<file path="config.mk">
export PLATFORM = sky130hd
export DESIGN_NAME = micro_port_rx
export DESIGN_NICKNAME = d
export VERILOG_FILES = /design/src/rtl/micro_port_rx.sv
export SDC_FILE = /design/constraint.sdc
export NUM_CORES = 1
export LEC_CHECK = 0
export ABC_AREA = 0
export BUFFER_PORTS_ARGS = -buffer_cell sky130_fd_sc_hd__buf_2
export CORE_ASPECT_RATIO = 1.25
export CORE_MARGIN = 1
export CORE_UTILIZATION = 60
export CTS_CLUSTER_DIAMETER = 60
export CTS_CLUSTER_SIZE = 20
export DETAILED_ROUTE_END_ITERATION = 8
export PLACE_DENSITY_LB_ADDON = 0.12
export SLEW_MARGIN = 20
export SYNTH_ARGS = -nofsm -noshare
export SYNTH_HDL_FRONTEND = slang
export SYNTH_SLANG_ARGS = --single-unit
</file>
<file path="constraint.sdc">
create_clock -name Clk -period 4.4 [get_ports Clk]
set_clock_uncertainty 0.2 [all_clocks]
set_input_delay 0 -clock Clk [delete_from_list [all_inputs] [get_ports Clk]]
set_output_delay 0 -clock Clk [all_outputs]
set_load 0.005 [all_outputs]
</file>
<file path="src/rtl/micro_port_rx.sv">
// micro_port_rx: receiver for the 8-bit microcontroller write port.
// Synchronises the asynchronous micro strobes, decodes address/data bytes
// into a shadow register bank and commits that bank to reg_out at frame start.
module micro_port_rx #(
  parameter int unsigned NUM_REGS    = 16,
  parameter int unsigned ADDR_W      = 4,
  parameter int unsigned SYNC_STAGES = 2
) (
  input  logic                  Clk,
  input  logic                  Reset,
  input  logic [7:0]            fpga_port_in,
  input  logic                  fpga_rsel,
  input  logic                  fpga_write,
  input  logic                  frame_start,
  output logic [NUM_REGS*8-1:0] reg_out,
  output logic [ADDR_W-1:0]     addr_ptr,
  output logic                  write_ack,
  output logic                  commit,
  output logic                  addr_err
);

  localparam int unsigned DATA_W = 8;

  typedef enum logic [1:0] {
    IDLE     = 2'd0,
    CAPTURE  = 2'd1,
    WAIT_LOW = 2'd2
  } state_t;

  logic [DATA_W-1:0]      port_sync [SYNC_STAGES];
  logic [SYNC_STAGES-1:0] rsel_sync;
  logic [SYNC_STAGES-1:0] write_sync;

  logic                   ws;
  logic                   rsel_s;
  logic [DATA_W-1:0]      data_s;

  state_t                 state;
  logic [DATA_W-1:0]      cap_data;
  logic                   cap_rsel;
  logic                   dirty;
  logic [DATA_W-1:0]      shadow [NUM_REGS];

  assign ws     = write_sync[SYNC_STAGES-1];
  assign rsel_s = rsel_sync[SYNC_STAGES-1];
  assign data_s = port_sync[SYNC_STAGES-1];

  // Multi-stage synchronisers on every micro input.
  always_ff @(posedge Clk or negedge Reset) begin
    if (!Reset) begin
      for (int i = 0; i < int'(SYNC_STAGES); i++) begin
        port_sync[i] <= '0;
      end
      rsel_sync  <= '0;
      write_sync <= '0;
    end else begin
      port_sync[0] <= fpga_port_in;
      for (int i = 1; i < int'(SYNC_STAGES); i++) begin
        port_sync[i] <= port_sync[i-1];
      end
      rsel_sync  <= {rsel_sync[SYNC_STAGES-2:0], fpga_rsel};
      write_sync <= {write_sync[SYNC_STAGES-2:0], fpga_write};
    end
  end

  // Strobe FSM, byte decode into the shadow bank, and frame-start commit.
  // The data-byte dirty set is written after the commit clear so a byte
  // captured in the commit cycle stays pending for the next frame.
  always_ff @(posedge Clk or negedge Reset) begin
    if (!Reset) begin
      state     <= IDLE;
      cap_data  <= '0;
      cap_rsel  <= 1'b0;
      addr_ptr  <= '0;
      write_ack <= 1'b0;
      commit    <= 1'b0;
      addr_err  <= 1'b0;
      dirty     <= 1'b0;
      reg_out   <= '0;
      for (int i = 0; i < int'(NUM_REGS); i++) begin
        shadow[i] <= '0;
      end
    end else begin
      write_ack <= 1'b0;
      commit    <= 1'b0;

      if (frame_start && dirty) begin
        for (int i = 0; i < int'(NUM_REGS); i++) begin
          reg_out[8*i +: 8] <= shadow[i];
        end
        dirty  <= 1'b0;
        commit <= 1'b1;
      end

      case (state)
        IDLE: begin
          if (ws) begin
            cap_data <= data_s;
            cap_rsel <= rsel_s;
            state    <= CAPTURE;
          end
        end
        CAPTURE: begin
          write_ack <= 1'b1;
          state     <= WAIT_LOW;
          if (cap_rsel) begin
            shadow[addr_ptr] <= cap_data;
            addr_ptr         <= addr_ptr + ADDR_W'(1);
            dirty            <= 1'b1;
          end else begin
            addr_ptr <= cap_data[ADDR_W-1:0];
            if ({1'b0, cap_data} >= 9'(NUM_REGS)) begin
              addr_err <= 1'b1;
            end
          end
        end
        WAIT_LOW: begin
          if (!ws) begin
            state <= IDLE;
          end
        end
        default: begin
          state <= IDLE;
        end
      endcase
    end
  end

endmodule

</file>
==> impl_metrics.tcl, run 1 <==
set metrics [dict create \
    cts_root_buffer "clkbuf_16" \
    synth.distinct_cells 28 \
    yosysTopAreaCell "dfrtp_1" \
    worst_path_largest_cell_delay_ps 750 \
    critical_path_class "flop to flop" \
    clock_sinks 295 \
    synth_area_leaders "dfrtp_1, mux2_2, clkbuf_1, ha_1, nor2_2" \
    cts.repair.resized 0 \
    synth_most_common_cell "dfrtp_1" \
    cp-start-kind "flop" \
    end_kind "flop" \
    report.final.slew_viol_count 0 \
    num_vias 5866 \
    drt-total-wl_mm 21.8 \
    synth-main-ff-cell "dfrtp_1" \
    track_usage 0.247 \
    crit_family "buffers and inverters" \
    cts_max_level 1 \
    power.density_mw_per_mm2 633 \
    async_flop_share 1.00 \
    cp_max_fo 46 \
    hold_path_class "input port to async pin" \
    syn_area_mm2 0.0109 \
    ys_top_cells_by_count "dfrtp_1, mux2_2, clkbuf_1, buf_1, nor2_2" \
    drt_iter0_drc 238 \
    synth_top_area_share 0.678 \
    layout-drive-gt1-share 0.554 \
    synth_edf_count 0 \
    drt-wirelength-per-cell_um 21.0 \
    finalCritPeriodShare 0.673 \
    setup_viol 0 \
    routed_via_density 5.64 \
    relSlewSlack 0.332 \
    synth_seq_area_share 0.678 \
    gp_congestion 0.773 \
    cts_hold_buf 22 \
    syn_inst 650 \
    fp.dieW_um 122 \
    avgSynthCellArea_um2 16.8 \
    rows 54 \
    portBuffers 147 \
    crit_buf_inv 3 \
    period_needed_ps 2960 \
    antenna_found_initial 0 \
    critPathRequiredTime_ps 4570 \
    ys_seq_elements 295 \
    violations "negative hold slack" \
    start_util 0.617 \
    grt_first_pass_wirelength_mm 35.2 \
    grt_pass1_vias 6450 \
    cts_setup_buffers 0 \
    cts_buffer_depth 3 \
    drc 0 \
    syn_to_final_growth_pct 15.4 \
    rsz0062_at_grt "no" \
    yosysWarnings 0 \
    dieArea_mm2 0.0187 \
    worst_pin_slew_ps 1000 \
    whs_ps -27.7 \
    pin_count 148 \
    drv_cap 0 \
    cts_made_buffers 18 \
    overflow 0 \
    clk_pin_slew_worst_paths_ps 80 \
    power_leakage_uw 0.00656 \
    irDropWorstVdd_mv 0.452 \
    critPathSlowestCell "clkinv_2" \
    ant_nets 0 \
    firstDrtPassIters 4 \
    synth_fp_nets 667 \
    status "complete, but fails checks" \
    nets 832 \
    crit_chain "nand2_1 -> buf_4 -> clkinv_2 -> buf_4 -> mux2_2" \
    clock_latency_ps 490 \
    dp_hpwl_mm 13.4 \
    cts_tree "done" \
    grt_max_degree 132 \
    core_region_area_mm2 0.0176 \
    arrival_ps 3130 \
    finalHoldViolCount 15 \
    fp.dieH_um 153 \
    fin_tns_setup_ps 0 \
    antennaDiodeCount 0 \
    fmax_mhz 338 \
    crit_top_cell "buf_4" \
]
==> area by class of cell <==
type / count / area, µm²
flip-flops and latches: 295 / 7380
fillers: 1169 / 5070
multi-input cells: 319 / 3370
repair buffers: 174 / 1020
clock buffers: 20 / 489
well taps: 224 / 280
inverters: 7 / 27.5
clock inverters: 1 / 5.00
==> final timing paths <==
kind,startpoint,end,slack [ps],cells past startpoint
min in group Clk,frame_start,dirty,60,3
worst max-delay path,dirty,reg_out[23],1440,5
worst max register to register,dirty,reg_out[23],1440,5
worst min-delay path,Reset,shadow[20],-30,2
worst min register to register,port_sync[14],data_s[6],150,0
max in group asynchronous,Reset,reg_out[99],2750,3
==> registers in the layout, indices dropped and copies added, names as in the netlist <==
name / cells
reg_out: 128
shadow: 128
cap_data: 8
data_s: 8
port_sync: 8
addr_ptr: 4
rsel_sync: 2
state: 2
write_sync: 2
addr_err: 1
cap_rsel: 1
commit: 1
dirty: 1
write_ack: 1
==> kinds of logic (layout without fill, tap and decap cells) <==
group	after synthesis	in the layout	synth area share
flip-flops	295	295	0.678
multiplexers	266	266	0.275
AND/OR/NAND/NOR	37	37	0.0230
buffers and inverters	36	202	0.0129
AO/OA/AOI/OAI	12	12	0.00655
adder cells (fa/ha/maj)	4	4	0.00460
==> report_power, final <==
part	total [µW]	leakage (µW)	switching [µW]	internal, µW
Sequential	4450	0.00393	837	3620
Combinational	1900	0.00238	744	1150
Clock	1610	0.000245	819	788
Total	7960	0.00656	2400	5560
==> metal layers <==
metal / track usage / up-vias / routed length [µm]
met1: 0.327 / 3085 / 9140
met2: 0.415 / 149 / 11000
met3: 0.0464 / 38 / 1200
met5: 0 / - / 0
met4: 0.0679 / 0 / 463
li1: - / 2594 / -
==> cells in the final DEF, fill, tap and decap left out, drive strengths merged <==
master       instances
a21oi                2
a2bb2oi              2
and4bb               1
buf                152
clkbuf              20
clkinv               2
dfrtp              295
dlygate4sd3         22
ha                   4
inv                  6
mux2               265
mux2i                1
nand2                7
nand2b               2
nand3                2
nand3b               4
nand4b               3
nor2                 8
nor2b                1
nor3                 3
nor3b                2
nor4                 1
o21ai                6
o22ai                1
o31ai                1
or2b                 1
or3                  2
==> per-stage QoR <==
stage	worst slack (ps)	power [µW]	cell area, µm²	cells	util
floorplan	2460	5390	10900	650	-
global placement	1540	6260	11900	997	0.672
detailed placement	1440	6410	11900	997	0.672
CTS	1420	8050	12600	1040	0.713
global route	1240	8420	12600	1040	0.713
finish	1440	7960	12600	1040	0.713
==> worst register-to-register path, delay by kind of cell (launching register included) <==
| kind | cells | cell delay [ps] |
|---|---|---|
| muxes | 1 | 380 |
| buffers and inverters | 3 | 1820 |
| and+or+nand+nor | 1 | 60 |
| DFF | 1 | 390 |
Note: power is estimated with default switching activity, not from simulation.
==> inputs of run 2 (changes only) <==
--- a/config.mk
+++ b/config.mk
@@ -5,11 +5,11 @@
 export SDC_FILE = /design/constraint.sdc
 export NUM_CORES = 1
 export LEC_CHECK = 0
-export ABC_AREA = 0
+export ABC_AREA = 1
 export BUFFER_PORTS_ARGS = -buffer_cell sky130_fd_sc_hd__buf_2
 export CORE_ASPECT_RATIO = 1.25
 export CORE_MARGIN = 1
-export CORE_UTILIZATION = 60
+export CORE_UTILIZATION = 57
 export CTS_CLUSTER_DIAMETER = 60
 export CTS_CLUSTER_SIZE = 20
 export DETAILED_ROUTE_END_ITERATION = 8
==> constraint.sdc (replaced) <==
create_clock -name Clk -period 3 [get_ports Clk]
set_clock_uncertainty 0.2 [all_clocks]
set_input_delay 0 -clock Clk [delete_from_list [all_inputs] [get_ports Clk]]
set_output_delay 0 -clock Clk [all_outputs]
set_load 0.005 [all_outputs]
==> run 2 against run 1 <==
Effect of this change: the run now ends clean; first-iteration DRC count rose to 2.6 times the previous value; combinational power rose by 30%; area after synthesis rose by 3.0%; critical path depth rose by 1; hold slack improved by 130 ps; critical path type unchanged.
==> impl_metrics.tcl, run 2 <==
set metrics [dict create \
    status "finished clean" \
    cts_setup_buffers 0 \
    async_flop_share 1.00 \
    synth_edf_count 0 \
    p_total_uw 11000 \
    drt_iter0_drc 619 \
    num_vias 8357 \
    report.final.slew_viol_count 0 \
    drv_cap 0 \
    synth_most_common_cell "nand2_1" \
    nets 1418 \
    synth_compound_gate_area_share 0.0172 \
    rsz0062_at_grt "no" \
    routed_via_density 5.01 \
    setup_viol 0 \
    finalHoldViolCount 0 \
    track_usage 0.266 \
    power.density_mw_per_mm2 850 \
    critPathRequiredTime_ps 3190 \
    top_regs "reg_out (128), shadow (128)" \
    synth.distinct_cells 19 \
    cts_buffer_depth 3 \
    relSlewSlack 0.268 \
    fin_tns_setup_ps 0 \
    synth.area.mux_share 0 \
    firstDrtPassIters 5 \
    synth_seq_area_share 0.658 \
    synth_top_family_by_area "simple AND/OR/NAND/NOR gates" \
    clock_sinks 295 \
    drt-total-wl_mm 25.5 \
    worst_pin_slew_ps 1100 \
    fmax_mhz 485 \
    timing.final.ws_setup_ps 939 \
    pin_count 148 \
    portBuffers 147 \
    ant_nets 0 \
    drt-wirelength-per-cell_um 15.3 \
    clock_latency_ps 510 \
    synth_top_area_share 0.658 \
    syn_inst 1251 \
    arrival_ps 2250 \
    antenna_found_initial 0 \
    syn_to_final_growth_pct 15.4 \
    synthAdderAreaFrac 0.00446 \
    clk_pin_slew_worst_paths_ps 80 \
    yosys.area_share.simple 0.290 \
    cts_made_buffers 18 \
    period_needed_ps 2060 \
    syn_area_mm2 0.0112 \
    dieArea_mm2 0.0203 \
    synth_fp_nets 1268 \
    hold_path_class "input port to flop" \
    end_kind "flop" \
    cts_tree "done" \
    ys_top_cells_by_count "nand2_1, dfrtp_1, o21ai_0, clkbuf_1, inv_1" \
    cp-start-kind "flop" \
    grt_pass1_vias 8235 \
    fp.dieW_um 127 \
    cts_max_level 1 \
    yosysWarnings 0 \
    finalCritPeriodShare 0.687 \
    yosysTopAreaCell "dfrtp_1" \
    critical_path_class "flop to flop" \
    synth-main-ff-cell "dfrtp_1" \
    pre_cts_slack_ps 930 \
    drc 0 \
    power_leakage_uw 0.00770 \
    cp_max_fo 16 \
    irDropWorstVdd_mv 0.495 \
    cts.repair.resized 0 \
    cts_root_buffer "clkbuf_16" \
    final_cell_mix "nand2_1, dfrtp_1, buf_2, o21ai_0, inv_1" \
    synth-xor-area-share 0 \
    antennaDiodeCount 0 \
    start_util 0.580 \
    overflow 0 \
    final_common_cell "nand2_1" \
    layout-drive-gt1-share 0.148 \
    grt_max_degree 129 \
    grt_first_pass_wirelength_mm 42.6 \
    ys_seq_elements 295 \
    synth_area_leaders "dfrtp_1, nand2_1, o21ai_0, clkbuf_1, nand3_1" \
    fp.dieH_um 159 \
    gp_congestion 0.776 \
    dp_hpwl_mm 15.3 \
    avgSynthCellArea_um2 8.97 \
    cts_hold_buf 23 \
    rows 57 \
    core_region_area_mm2 0.0193 \
]
==> run 2: worst paths after layout <==
check / start / end / slack, ps / depth (start not counted)
max: state[1] / shadow[98] / 940 / 6
min reg2reg: port_sync[9] / data_s[1] / 150 / 0
max reg2reg: state[1] / shadow[98] / 940 / 6
max in group asynchronous: Reset / reg_out[14] / 1190 / 4
min in group asynchronous: Reset / shadow[41] / 470 / 3
min: frame_start / dirty / 100 / 3
==> run 2: per-layer routing <==
metal	up-vias	GRT usage	wire length, µm
met5	-	0	0
met4	0	0.0666	485
met3	34	0.0286	991
met2	202	0.432	12100
met1	4043	0.388	11900
li1	4078	-	-
==> run 2: logic make-up after synthesis <==
family	after synthesis
adder cells (fa/ha/maj)	4
flip-flops	295
AO/OA/AOI/OAI	38
AND/OR/NAND/NOR	833
buffers and inverters	81
==> run 2: layout make-up <==
class,instances,area [µm²]
repair buffers,183,1120
fillers,1596,6380
well taps,265,332
flip-flops and latches,295,7380
inverters,28,108
clock buffers,20,489
clock inverters,1,5.00
multi-input cells,875,3510
==> run 2: report_power, final <==
group	switching (µW)	internal, µW	total (µW)
Combinational	1480	989	2470
Sequential	1060	5060	6130
Clock	1250	1160	2400
Total	3790	7210	11000
==> run 2: stage by stage <==
step | util | hold slack [ps] | cell area [µm²] | cells
global placement | 0.632 | -105 | 12200 | 1623
detailed placement | 0.632 | -102 | 12200 | 1623
CTS | 0.670 | 85.1 | 12900 | 1667
finish | 0.670 | 101 | 12900 | 1667
floorplan | - | -496 | 11200 | 1251
global route | 0.670 | 106 | 12900 | 1667
==> run 2: critical path: stages, from the launching register on <==
cell	delay [ps]
dfrtp_1	400
inv_2	90
nand3_2	320
inv_2	460
nand2_1	300
nand2_1	130
nand2_1	50
